File: src/rtl/mem_arbiter_pkg.sv
// Shared types for the RAM-port arbiter: word type, RAM handshake states and
// the arbiter's own state encoding.
package mem_arbiter_pkg;

  typedef logic [31:0] word_t;

  typedef enum logic [1:0] {
    FREE   = 2'd0,
    BUSY   = 2'd1,
    ACCESS = 2'd2,
    ERROR  = 2'd3
  } ramstate_t;

  typedef enum logic [1:0] {
    IDLE = 2'd0,
    DGNT = 2'd1,
    IGNT = 2'd2
  } arb_state_t;

endpackage

File: src/rtl/mem_arbiter_sat_counter.sv
// Saturating up-counter with synchronous clear; flags when it sits at MAX.
module arb_sat_counter #(
  parameter int unsigned MAX = 4
) (
  input  logic clk,
  input  logic rst,
  input  logic inc,
  input  logic clr,
  output logic at_max
);

  localparam int unsigned W = (MAX < 2) ? 1 : $clog2(MAX + 1);

  logic [W-1:0] cnt_q;

  assign at_max = (cnt_q == W'(MAX));

  always_ff @(posedge clk) begin
    if (rst) begin
      cnt_q <= '0;
    end else if (clr) begin
      cnt_q <= '0;
    end else if (inc && !at_max) begin
      cnt_q <= cnt_q + 1'b1;
    end
  end

endmodule

File: src/rtl/mem_arbiter.sv
// Single-port RAM arbiter between instruction fetch and data access: data has
// priority, bounded by an anti-starvation count; timeout/ERROR set a sticky bus_err.
module mem_arbiter
  import mem_arbiter_pkg::*;
#(
  parameter int unsigned STARVE_LIMIT = 4,
  parameter int unsigned TIMEOUT      = 255,
  parameter int unsigned CNT_W        = 8
) (
  input  logic        CLK,
  input  logic        RST,
  input  logic        iREN,
  input  logic [31:0] iaddr,
  output logic        iwait,
  output logic [31:0] iload,
  input  logic        dREN,
  input  logic        dWEN,
  input  logic [31:0] daddr,
  input  logic [31:0] dstore,
  output logic        dwait,
  output logic [31:0] dload,
  output logic        ramREN,
  output logic        ramWEN,
  output logic [31:0] ramaddr,
  output logic [31:0] ramstore,
  input  logic [31:0] ramload,
  input  logic [1:0]  ramstate,
  output logic        bus_err
);

  arb_state_t       state_q;
  logic [CNT_W-1:0] tmo_q;
  logic             bus_err_q;

  ramstate_t rs;
  logic      dreq;
  logic      greq;
  logic      dcomp;
  logic      icomp;
  logic      starved;

  assign rs      = ramstate_t'(ramstate);
  assign dreq    = dREN | dWEN;
  assign greq    = (state_q == DGNT) ? dreq : iREN;
  assign dcomp   = (state_q == DGNT) && dreq && (rs == ACCESS);
  assign icomp   = (state_q == IGNT) && iREN && (rs == ACCESS);
  assign bus_err = bus_err_q;

  arb_sat_counter #(
    .MAX (STARVE_LIMIT)
  ) u_starve (
    .clk    (CLK),
    .rst    (RST),
    .inc    (dcomp && iREN),
    .clr    (icomp),
    .at_max (starved)
  );

  // Completion outputs are combinational so the pipeline can latch in the
  // same cycle the RAM reports ACCESS.
  always_comb begin
    iwait    = 1'b1;
    dwait    = 1'b1;
    iload    = '0;
    dload    = '0;
    ramREN   = 1'b0;
    ramWEN   = 1'b0;
    ramaddr  = '0;
    ramstore = '0;
    case (state_q)
      DGNT: begin
        ramaddr  = daddr;
        ramstore = dstore;
        ramWEN   = dWEN;
        ramREN   = dREN & ~dWEN;
        if (dcomp) begin
          dwait = 1'b0;
          dload = ramload;
        end
      end
      IGNT: begin
        ramREN  = 1'b1;
        ramaddr = iaddr;
        if (icomp) begin
          iwait = 1'b0;
          iload = ramload;
        end
      end
      default: ;
    endcase
  end

  always_ff @(posedge CLK) begin
    if (RST) begin
      state_q   <= IDLE;
      tmo_q     <= '0;
      bus_err_q <= 1'b0;
    end else begin
      case (state_q)
        IDLE: begin
          tmo_q <= '0;
          if (dreq && !(iREN && starved)) begin
            state_q <= DGNT;
          end else if (iREN) begin
            state_q <= IGNT;
          end
        end
        DGNT, IGNT: begin
          if (!greq || rs == ACCESS) begin
            state_q <= IDLE;
            tmo_q   <= '0;
          end else if (rs == ERROR || tmo_q == CNT_W'(TIMEOUT)) begin
            state_q   <= IDLE;
            tmo_q     <= '0;
            bus_err_q <= 1'b1;
          end else begin
            tmo_q <= tmo_q + 1'b1;
          end
        end
        default: begin
          state_q <= IDLE;
          tmo_q   <= '0;
        end
      endcase
    end
  end

endmodule

File: config.mk
export PLATFORM = sky130hd
export DESIGN_NAME = mem_arbiter
export DESIGN_NICKNAME = d
export VERILOG_FILES = /design/src/rtl/mem_arbiter_pkg.sv /design/src/rtl/mem_arbiter_sat_counter.sv /design/src/rtl/mem_arbiter.sv
export SDC_FILE = /design/constraint.sdc
export NUM_CORES = 1
export LEC_CHECK = 0
export BUFFER_PORTS_ARGS = -buffer_cell sky130_fd_sc_hd__buf_2
export CAP_MARGIN = 20
export CELL_PAD_IN_SITES_DETAIL_PLACEMENT = 1
export CELL_PAD_IN_SITES_GLOBAL_PLACEMENT = 2
export CORE_MARGIN = 2
export CORE_UTILIZATION = 13
export CTS_BUF_LIST = sky130_fd_sc_hd__clkbuf_4 sky130_fd_sc_hd__clkbuf_8
export DETAILED_ROUTE_END_ITERATION = 12
export GPL_ROUTABILITY_DRIVEN = 0
export PLACE_DENSITY = 0.9
export SLEW_MARGIN = 20
export SYNTH_ARGS = -nofsm -noshare
export SYNTH_HDL_FRONTEND = slang
export SYNTH_HIERARCHICAL = 1
export SYNTH_SLANG_ARGS = --single-unit
File: constraint.sdc
create_clock -name CLK -period 2.05 [get_ports CLK]
set_input_delay 0.1025 -clock CLK [delete_from_list [all_inputs] [get_ports CLK]]
set_output_delay 0.1025 -clock CLK [all_outputs]
set_load 0.03 [all_outputs]
Word-level counts from Yosys, hierarchy flattened

Index checks and enable logic that the tools add are counted.

Bits in registers: 14
Bits of input ports: 135
Output and inout port bits: 133
Logic and storage cells: 56

Add/subtract/negate cells: 2
Equal/unequal tests: 8
Multiplexer cells: 18
Bitwise logic cells: 5
Reduce and logical (&&, ||, !) cells: 19

Operators with widths:

| cell                                          | count |
|---|---|
| two-way mux 32 bit                            | 5 |
| one-hot mux 32 bit (2 select lines)           | 1 |
| adder 8 x 1 -> 8 bit, second input constant   | 1 |
| == test 8 bit, second input constant          | 1 |
| logical AND 1 bit                             | 8 |
| two-way mux 2 bit                             | 4 |
| == test 2 bit, second input constant          | 3 |
| two-way mux 1 bit                             | 6 |
| inequality test 3 bit, second input constant  | 2 |
| one-hot mux 2 bit (2 select lines)            | 1 |
| OR reduction 2 bit                            | 2 |
| OR reduction 4 bit                            | 1 |
| adder 3 x 1 -> 3 bit, second input constant   | 1 |
| == test 3 bit, second input constant          | 1 |
| zero test 1 bit                               | 3 |
| NOT 1 bit                                     | 3 |
| AND reduction 3 bit                           | 1 |
| == test 2 x 1 -> 1 bit, second input constant | 1 |
| zero test 2 bit                               | 1 |
| logical OR 1 bit                              | 2 |
| one-hot mux 1 bit (2 select lines)            | 1 |
| AND reduction 2 bit                           | 1 |
| bitwise AND 1 bit                             | 1 |
| OR 1 bit                                      | 1 |

Logic depth before layout (Yosys ltp)

Gate-level depths: netlist of the first run.

Depth in word-level cells: 6
Gate-level depth with buffers: 8
Gate-level depth less buffers: 7

Hierarchy

Netlist of the first run, hierarchy kept.

Modules (own cells, without submodules):

| module          | instances | cells each | area each (um^2) | sequential area each (um^2) |
|---|---|---|---|---|
| mem_arbiter     | 1         | 254        | 1745.4           | 220.2 |
| arb_sat_counter | 1         | 18         | 187.7            | 60.1 |

Least setup slack after synthesis of the first run

No wires, ideal clock.

Path type: reg2out
From: reg state_q[0]
To: out ramaddr[19]
Data arrival time: 1.566 ns
Data required time: 1.947 ns
Setup slack: 0.382 ns
Cell stages (with the launch flop): 7
Path buffers: 2
Cell sequence: dfxtp_1 > inv_1 > ha_1 > clkbuf_1 > clkbuf_1 > a22oi_1 > nor2b_1

Cells in the longest elaborated chain, start to end: 2
Elaborated cells on any way between the ends: 3
Those cells by class: 2 x eq/ne; 1 x mux

Ends and longest elaborated chain:

| element                                                        | RTL line           | text |
|---|---|---|
| from (decl)                                                    | mem_arbiter.sv:31  | `arb_state_t state_q;` |
| from (signal assigned)                                         | mem_arbiter.sv:95  | `state_q <= IDLE;` |
| from (signal assigned)                                         | mem_arbiter.sv:103 | `state_q <= DGNT;` |
| from (signal assigned)                                         | mem_arbiter.sv:105 | `state_q <= IGNT;` |
| == test 2 bit / == test 2 x 1 -> 1 bit (equally long branches) | mem_arbiter.sv:70  | `case (state_q)` |
| one-hot mux 32 bit (2 select lines) (*)                        | mem_arbiter.sv:70  |  |
| to (decl)                                                      | mem_arbiter.sv:24  | `output logic [31:0] ramaddr,` |

Every way passes the cells marked *; elsewhere a longest branch is shown, timed or not.

Worst setup path after layout of the first run

From: reg state_q[0]
To: out ramaddr[3]

Same word-level chain as after synthesis.

==> impl_results.md, run 1 <==
* Worst-path clk slew at 0.06 ns
* Post-route ant nets at 0
* Worst setup EP type: primary output
* Ant diodes at 0
* Postcts setup bufs at 0
* DIE HEIGHT at 126 µm
* RSZ-0062 raised after global routing: no
* Final Skew at 0.000379 ns
* Setup TNS Final at 0 ns
* Final Cycle Share at 0.901
* Core Rows at 44
* Highest Clock Rate at 541 MHz
* Synth Instances at 272
* Crit path launch: state_q[0]
* Num Clock Sinks at 14
* Clock power share at 0.169
* Vias/cell at 3.99
* Psw at 0.763 mW
* Final Critical Period at 1.85 ns
* Sequential area share after synthesis at 0.145
* Worst VDD drop at 384 µV
* Die area at 15900 µm²
* WL/cell at 15.0 µm
* Initial core utilization at 0.133
* Comb power frac at 0.651
* Routing usage on met1 at 0.159
* Routed wire length at 10600 µm
* DRC Markers at 0
* Reg-to-reg setup timing slack at 0.41 ns
* # IOs at 268
* Vias in the first global route at 2858
* Leakage power at 1.98 nW
* Area Overhead vs Synth at 82.1%
* PortBufs at 267
* Placed cell count at 707
* Synth top area cells: and2_1, dfxtp_1, a22oi_1, nor2b_1, ha_1
* Yosys top cell area share at 0.324
* Switching part of the total power at 0.478
* Root Driver: clkbuf_8
* # hold bufs at CTS at 0
* Internal at 0.833 mW
* Pins Over Slew Limit at 0
* Hold Crit Class: in2reg
* Worst relative slew slack at 0.747
* Sequential power share at 0.180
* Share of cells above drive strength 1 at 0.545
* Critical Path AT at 1.74 ns
* CTS tree: done
* Die Span X at 126 µm
* Drt pass-1 iters at 4
* Worst reg2reg startpoint: state_q[1]
* Leading area contributor after synthesis: and2_1
* Post-Syn Area at 1930 µm²
* GR Util met2 at 0.230
* FF-to-FF path depth at 7
* Largest net degree at the start of global routing at 67
* Total GRT Usage at 0.124
* Worst-Skew Late Latency at 0.24 ns
* Met3 Usage GRT at 0.0157
* Slew @ Worst Pin at 0.379 ns
* Final setup viols at 0
* Status: finished, final reports clean
* Hpwl dp at 8960 µm
* Critical path class: reg2out
* Vias at 2839
* CTS HTree Levels at 1
* Core ar. at 14500 µm²
* Syn Nets at 413
* Post-CTS resize count at 0
* CP Launch Type: flip-flop
* Grt ovf at 0
* Num CTS Buffers at 3
* Pwr dens at 453 nW/µm²
* Net count reported at finish at 669
* Longest Clk Path Bufs at 2
* Busiest grt layer: met2
* Max-Cap Viols at 0
* Initial DRC count at 120
* Final cell count without fillers at 711
* Avg Cell Area, Syn at 7.11 µm²
* Worst flop-to-flop path endpoint: u_starve/cnt_q[0]
* Global-route wire length before repair at 16000 µm
* Most frequent cells in the layout: buf_2, and2_1, nor2b_1, a22oi_1, dfxtp_1
* Worst setup path end: ramaddr[3]
* Most common library cell in the layout ignoring fill and taps: buf_2
* Required time of the worst setup path at 1.95 ns
* Seq cells post-synth at 14
* Synth warn at 6
* Critical-path maximum fanout at 33
* Initial antenna violation count at 0
* Post-synthesis cell type count at 36
* Final hold violation count at 0
cells by family after synthesis:
kind of cell,after synthesis,synth area share
buf+inv,29,0.0608
fa+ha+maj,6,0.0388
simple gates,172,0.546
xor+xnor,6,0.0272
flops,14,0.145
compound gates,43,0.170
mux,2,0.0116
critical path, stage by stage (launching register included):
cell	delay (ns)
dfxtp_1	0.36
inv_1	0.08
ha_1	0.29
buf_4	0.29
nor2b_1	0.22
buf_2	0.24
synthesized netlist by cell type:
| library cell | number |
|---|---|
| nor3_2 | 1 |
| nand2_1 | 5 |
| nand4_1 | 2 |
| o21a_1 | 1 |
| nor3_1 | 1 |
| xnor2_1 | 4 |
| mux2_1 | 2 |
| and4b_1 | 1 |
| ha_1 | 6 |
| nor2_2 | 1 |
| a21o_1 | 1 |
| nor4_2 | 1 |
| nand3_2 | 1 |
| a21oi_1 | 3 |
| nor3b_1 | 4 |
| nand3_1 | 3 |
| clkbuf_2 | 3 |
| buf_2 | 4 |
| nor2_1 | 13 |
| clkbuf_1 | 14 |
| xor2_1 | 2 |
| a21boi_0 | 1 |
| a21boi_2 | 1 |
| o32ai_2 | 1 |
| o21ai_0 | 1 |
| nor2b_1 | 34 |
| a22oi_1 | 32 |
| or2_4 | 1 |
| dfxtp_1 | 14 |
| o221a_1 | 1 |
| and2_4 | 1 |
| o31ai_1 | 1 |
| and2_1 | 100 |
| and3_1 | 1 |
| inv_1 | 8 |
| and3_2 | 2 |
power groups by stage:
stage	clock [mW]	combinational [mW]	sequential [mW]
CTS	0.282	1.05	0.288
floorplan	0	0.654	0.294
detailed placement	0	1.05	0.294
global placement	0	1.04	0.293
finish	0.270	1.04	0.288
global route	0.296	1.13	0.289
layer usage:
layer,wire [µm],part of all wire
met3,655,0.062
met5,0,0
met4,38,0.0036
met1,4530,0.43
met2,5420,0.51
per-stage QoR:
step | hold WS (ns) | area (µm²) | utilization | setup WS [ns] | power (mW)
floorplan | 0.175 | 1930 | - | 0.382 | 0.948
global placement | 0.391 | 3460 | 0.238 | 0.493 | 1.34
detailed placement | 0.397 | 3460 | 0.238 | 0.400 | 1.34
finish | 0.141 | 3520 | 0.242 | 0.203 | 1.60
CTS | 0.134 | 3520 | 0.242 | 0.164 | 1.62
global route | 0.158 | 3520 | 0.242 | 0.0191 | 1.71
state kept, by name (all words and copies together), names as in the netlist:
register	cells
tmo_q	8
u_starve/cnt_q	3
state_q	2
bus_err	1
worst min path at each step:
stage	from	depth (start not counted)	endpoint
2_1_floorplan	RST	1	bus_err
3_3_place_gp	RST	2	bus_err
3_5_place_dp	RST	2	bus_err
4_1_cts	RST	2	bus_err
5_1_grt	RST	2	bus_err
6_report	RST	2	bus_err
final cells by class:
cell class	count	area (µm²)
clock buffer	4	55.1
fill	1885	11000
inverter	8	30.0
multi-input combinational	229	1540
sequential	14	280
tap	184	230
timing repair buffer	272	1390
Power figures use the tool's default switching activity.
==> run 2, diff against run 1 <==
Settings changed: GPL_TIMING_DRIVEN set to 0.
==> run 2 against run 1 <==
Global-route usage grew 0.27 points. Sequential share of layout area shrank 0.19 points. Design area grew 2.5%.
==> impl_results.md, run 2 (same netlist as run 1, synthesis figures left out) <==
* Grt ovf at 0 (unchanged)
* Clock power share at 0.142 (-0.027)
* # IOs at 268 (unchanged)
* Setup TNS Final at 0 ns (unchanged)
* Vias/cell at 3.94 (-1.3%)
* Critical-path maximum fanout at 10 (-70%)
* WL/cell at 15.1 µm (+0.89%)
* Status: finished, final reports clean
* Most frequent cells in the layout: buf_2, and2_1, nor2b_1, a22oi_1, dfxtp_1
* Internal at 0.811 mW (-2.6%)
* Biggest regs: tmo_q: 8 flops, u_starve/cnt_q: 3 flops, state_q: 2 flops
* Largest net degree at the start of global routing at 15 (-78%)
* Global-route wire length before repair at 16300 µm (+1.5%)
* Ant diodes at 0 (unchanged)
* PortBufs at 267 (unchanged)
* Highest Clock Rate at 522 MHz (-3.6%)
* Dpl ws at 0.0182 ns (-0.382 ns)
* CTS tree: done
* Worst-path clk slew at 0.06 ns (about the same)
* Critical Path AT at 1.81 ns (+0.07 ns)
* Worst reg2reg startpoint: state_q[1]
* Core ar. at 14500 µm² (unchanged)
* Leakage power at 2.04 nW (+3.0%)
* Tot Pwr at 1.58 mW (-0.71%)
* Pins Over Slew Limit at 0 (unchanged)
* Worst setup EP type: primary output
* Initial antenna violation count at 0 (unchanged)
* Die area at 15900 µm² (unchanged)
* Most common library cell in the layout ignoring fill and taps: buf_2
* Setup WS post-layout at 0.133 ns (-0.0696 ns)
* Drt pass-1 iters at 4 (unchanged)
* Num Clock Sinks at 14 (unchanged)
* Crit path launch: state_q[1]
* RSZ-0062 raised after global routing: yes
* Placed cell count at 723 (+2.3%)
* Share of cells above drive strength 1 at 0.556 (+0.0116)
* CP Launch Type: flip-flop
* Critical path class: reg2out
* Vias in the first global route at 2793 (-2.3%)
* Net count reported at finish at 686 (+2.5%)
* Post-route ant nets at 0 (unchanged)
* DRC Markers at 0 (unchanged)
* Pwr dens at 439 nW/µm² (-3.1%)
* Switching part of the total power at 0.488 (+0.0102)
* FF-to-FF path depth at 7 (unchanged)
* Hpwl dp at 9700 µm (+8.2%)
* Worst VDD drop at 303 µV (-21%)
* Core Rows at 44 (unchanged)
* Required time of the worst setup path at 1.95 ns (about the same)
* Initial core utilization at 0.133 (unchanged)
* Final Critical Period at 1.92 ns (+0.0696 ns)
* Final cell count without fillers at 727 (+2.3%)
* Final hold violation count at 0 (unchanged)
* CTS HTree Levels at 1 (unchanged)
* Worst relative slew slack at 0.698 (-0.0491)
* Worst setup path end: ramREN
* Max reg flops at 8 (unchanged)
* Die Span X at 126 µm (unchanged)
* Num CTS Buffers at 3 (unchanged)
* Max-Cap Viols at 0 (unchanged)
* Area Overhead vs Synth at 86.6%
* Total GRT Usage at 0.127 (+0.00266)
* Routed wire length at 11000 µm (+3.2%)
* Final Skew at 0.00352 ns (+0.00314 ns)
* Sequential power share at 0.182 (+0.002)
* Hold Crit Class: in2reg
* Final setup viols at 0 (unchanged)
* Comb power frac at 0.676 (+0.025)
* Final Cycle Share at 0.935 (+0.0339)
* # hold bufs at CTS at 0 (unchanged)
* DIE HEIGHT at 126 µm (unchanged)
* Psw at 0.774 mW (+1.4%)
* Worst-Skew Late Latency at 0.25 ns (about the same)
* Initial DRC count at 102 (-15%)
* Final core utilization at 0.248 (+0.00603)
* Longest Clk Path Bufs at 2 (unchanged)
* Worst flop-to-flop path endpoint: u_starve/cnt_q[1]
* Vias at 2864 (+0.88%)
* Root Driver: clkbuf_8
* Largest Register: tmo_q
* Slew @ Worst Pin at 0.453 ns (+0.0737 ns)
* Reg-to-reg setup timing slack at 0.23 ns (-0.18 ns)
[run 2: layout make-up]
cell class	instances	area [µm²]
flip-flops and latches	14	280
clock buffers	3	41.3
multi-input cells	229	1560
well taps	184	230
inverters	8	30.0
repair buffers	269	1350
plain buffers	20	114
fillers	1851	10900
[run 2: per-layer routing]
layer,vias up,global-route usage,wire length [µm]
met5,-,0,0
met4,0,0.0129,72
met3,5,0.0200,738
met2,124,0.222,5400
met1,1297,0.170,4770
li1,1438,-,-
[run 2: repair_timing]
action	in CTS	in global routing
setup endpoints to repair	101	82
gates resized for setup	7	31
buffers inserted	0	2
pin swaps	0	1
hold endpoints to repair	0	0
[run 2: power by group through the flow]
stage | Clock (mW) | Combinational, mW | Sequential [mW]
3_5_place_dp | 0 | 1.06 | 0.293
3_3_place_gp | 0 | 1.06 | 0.293
6_report | 0.225 | 1.07 | 0.288
5_1_grt | 0.244 | 1.16 | 0.290
4_1_cts | 0.235 | 1.08 | 0.288
2_1_floorplan | 0 | 0.654 | 0.294
[run 2: critical path: stages, from the launching register on]
cell,delay [ns]
dfxtp_1,0.34
inv_1,0.09
ha_2,0.25
buf_4,0.20
clkbuf_4,0.22
nand2_1,0.06
nor2_1,0.09
o21a_1,0.11
buf_2,0.20
[run 2: metrics by stage]
step / hold slack (ns) / instance area, µm²
floorplan: 0.175 / 1930
global placement: 0.379 / 3500
detailed placement: 0.384 / 3500
CTS: 0.119 / 3550
global route: 0.141 / 3610
finish: 0.126 / 3610
[run 2: how the worst min path moves through the flow]
| stage | depth (start not counted) | start | slack [ns] | end |
|---|---|---|---|---|
| finish | 2 | RST | 0.13 | bus_err |
| global route | 2 | RST | 0.14 | bus_err |
| CTS | 2 | RST | 0.12 | bus_err |
| detailed placement | 2 | RST | 0.38 | bus_err |
| global placement | 2 | RST | 0.38 | bus_err |
| floorplan | 1 | RST | 0.17 | bus_err |
==> run 3, diff against run 2 <==
Settings changed: CORE_ASPECT_RATIO set to 0.6.
==> run 3 against run 2 <==
Combinational power about the same. Design area increased by 0.55%. Global-route usage shrank 0.83 points. Non-clock buffer count down 2. Sequential power barely moved.
==> impl_results.md, run 3 (same netlist as run 1, synthesis figures left out) <==
* Status: finished, final reports clean
* Critical path class: reg2out
* WL/cell at 13.8 µm (-8.7%)
* Critical Path AT at 1.83 ns (+0.02 ns)
* Longest Clk Path Bufs at 2 (unchanged)
* Post-CTS resize count at 5 (-2)
* Final setup viols at 0 (unchanged)
* DRC Markers at 0 (unchanged)
* Slew @ Worst Pin at 0.368 ns (-0.0846 ns)
* Tot Pwr at 1.64 mW (+3.3%)
* Net count reported at finish at 684 (-0.29%)
* Max-Cap Viols at 0 (unchanged)
* Post-route ant nets at 0 (unchanged)
* Global-route wire length before repair at 15300 µm (-5.8%)
* Initial antenna violation count at 0 (unchanged)
* Final core utilization at 0.250 (+0.00185)
* Routed wire length at 10200 µm (-7.1%)
* # IOs at 268 (unchanged)
* Die Span X at 161 µm (+28%)
* Num Clock Sinks at 14 (unchanged)
* Worst setup EP type: primary output
* Worst-path clk slew at 0.07 ns (about the same)
* Most common library cell in the layout ignoring fill and taps: buf_2
* Internal at 0.852 mW (+5.1%)
* Worst reg2reg startpoint: state_q[0]
* FF-to-FF path depth at 6 (-1)
* Worst relative slew slack at 0.754 (+0.0559)
* Post-route cell area at 3630 µm² (+0.55%)
* Area Overhead vs Synth at 87.6%
* CTS tree: done
* Final Skew at 0.00348 ns (-0.0000361 ns)
* Final Cycle Share at 0.941 (+0.00586)
* Pwr dens at 451 nW/µm² (+2.7%)
* Comb power frac at 0.650 (-0.026)
* Psw at 0.784 mW (+1.4%)
* Worst hold margin at 0.155 ns (+0.0294 ns)
* Root Driver: clkbuf_8
* Leakage power at 2.04 nW (about the same)
* Final Critical Period at 1.93 ns (+0.0120 ns)
* Vias in the first global route at 2767 (-0.93%)
* Initial DRC count at 84 (-18%)
* Pins Over Slew Limit at 0 (unchanged)
* Initial core utilization at 0.133 (+0.000252)
* Drt pass-1 iters at 4 (unchanged)
* Biggest regs: tmo_q: 8 flops, u_starve/cnt_q: 3 flops, state_q: 2 flops
* Largest net degree at the start of global routing at 15 (unchanged)
* Total GRT Usage at 0.119 (-0.00827)
* Grt ovf at 0 (unchanged)
* Switching part of the total power at 0.479 (-0.00901)
* Postcts setup bufs at 0 (unchanged)
* Critical-path maximum fanout at 10 (unchanged)
* Hpwl dp at 8870 µm (-8.6%)
* Num CTS Buffers at 3 (unchanged)
* Final hold violation count at 0 (unchanged)
* Highest Clock Rate at 518 MHz (-0.62%)
* Die area at 15900 µm² (+0.20%)
* Crit path launch: state_q[0]
* # hold bufs at CTS at 0 (unchanged)
* Clock power share at 0.173 (+0.031)
* Sequential power share at 0.177 (-0.005)
* Placed Area at 3520 µm² (+0.50%)
* Largest Register: tmo_q
* PortBufs at 267 (unchanged)
* Most frequent cells in the layout: buf_2, and2_1, nor2b_1, a22oi_1
* Ant diodes at 0 (unchanged)
* CTS HTree Levels at 1 (unchanged)
* RSZ-0062 raised after global routing: yes
* DIE HEIGHT at 98.5 µm (-22%)
* Core ar. at 14500 µm² (-0.19%)
* Worst-Skew Late Latency at 0.25 ns (about the same)
* Hold Crit Class: in2reg
* Vias/cell at 3.88 (-1.4%)
* Required time of the worst setup path at 1.95 ns (about the same)
* HP Start: RST
* Vias at 2874 (+0.35%)
* Max reg flops at 8 (unchanged)
* Core Rows at 34 (-23%)
* Hold Path Cell Cnt at 2 (unchanged)
* Share of cells above drive strength 1 at 0.559 (+0.00287)
* CP Launch Type: flip-flop
* Worst VDD drop at 169 µV (-44%)
run 3: path summary, 6_finish.rpt:
path                                          end  slack (ns)
worst max-delay path                    iload[10]        0.12
worst min-delay path            u_starve/cnt_q[2]        0.15
worst max register to register         state_q[1]        0.22
worst min register to register           tmo_q[0]        0.47
run 3: through the flow:
step,setup WS [ns],TNS [ns],std cells
after floorplan,0.382,0,272
after CTS,0.000831,0,740
after global routing,-0.0141,-0.0198,740
after detailed placement,0.0380,0,737
final,0.121,0,740
after global placement,0.0758,0,737
run 3: worst max-delay path, stage by stage (launching register included):
cell and delay (ns):
dfxtp_1 0.40, inv_1 0.12, ha_4 0.21, and3_1 0.16, buf_2 0.15, clkbuf_2 0.18, and2_1 0.19, buf_2 0.17
run 3: final cells by class:
| cell class | count | area [µm²] |
|---|---|---|
| fillers | 1897 | 10900 |
| multi-input cells | 229 | 1570 |
| repair buffers | 267 | 1340 |
| flip-flops and latches | 14 | 280 |
| well taps | 198 | 248 |
| plain buffers | 20 | 105 |
| clock buffers | 4 | 55.1 |
| inverters | 8 | 30.0 |
run 3: power by group through the flow:
stage | sequential, mW | combinational [mW] | clock, mW
after floorplan | 0.294 | 0.654 | 0
final | 0.290 | 1.06 | 0.283
after CTS | 0.288 | 1.05 | 0.292
after global placement | 0.293 | 1.04 | 0
after global routing | 0.291 | 1.15 | 0.305
after detailed placement | 0.293 | 1.04 | 0
run 3: routing by layer:
metal	up-vias	part of all wire	global-route usage	routed length, µm
met5	-	0	0	0
met4	0	0.0038	0.0124	39
met3	4	0.042	0.0152	425
met2	60	0.46	0.183	4670
met1	1374	0.50	0.180	5070
li1	1436	-	-	-
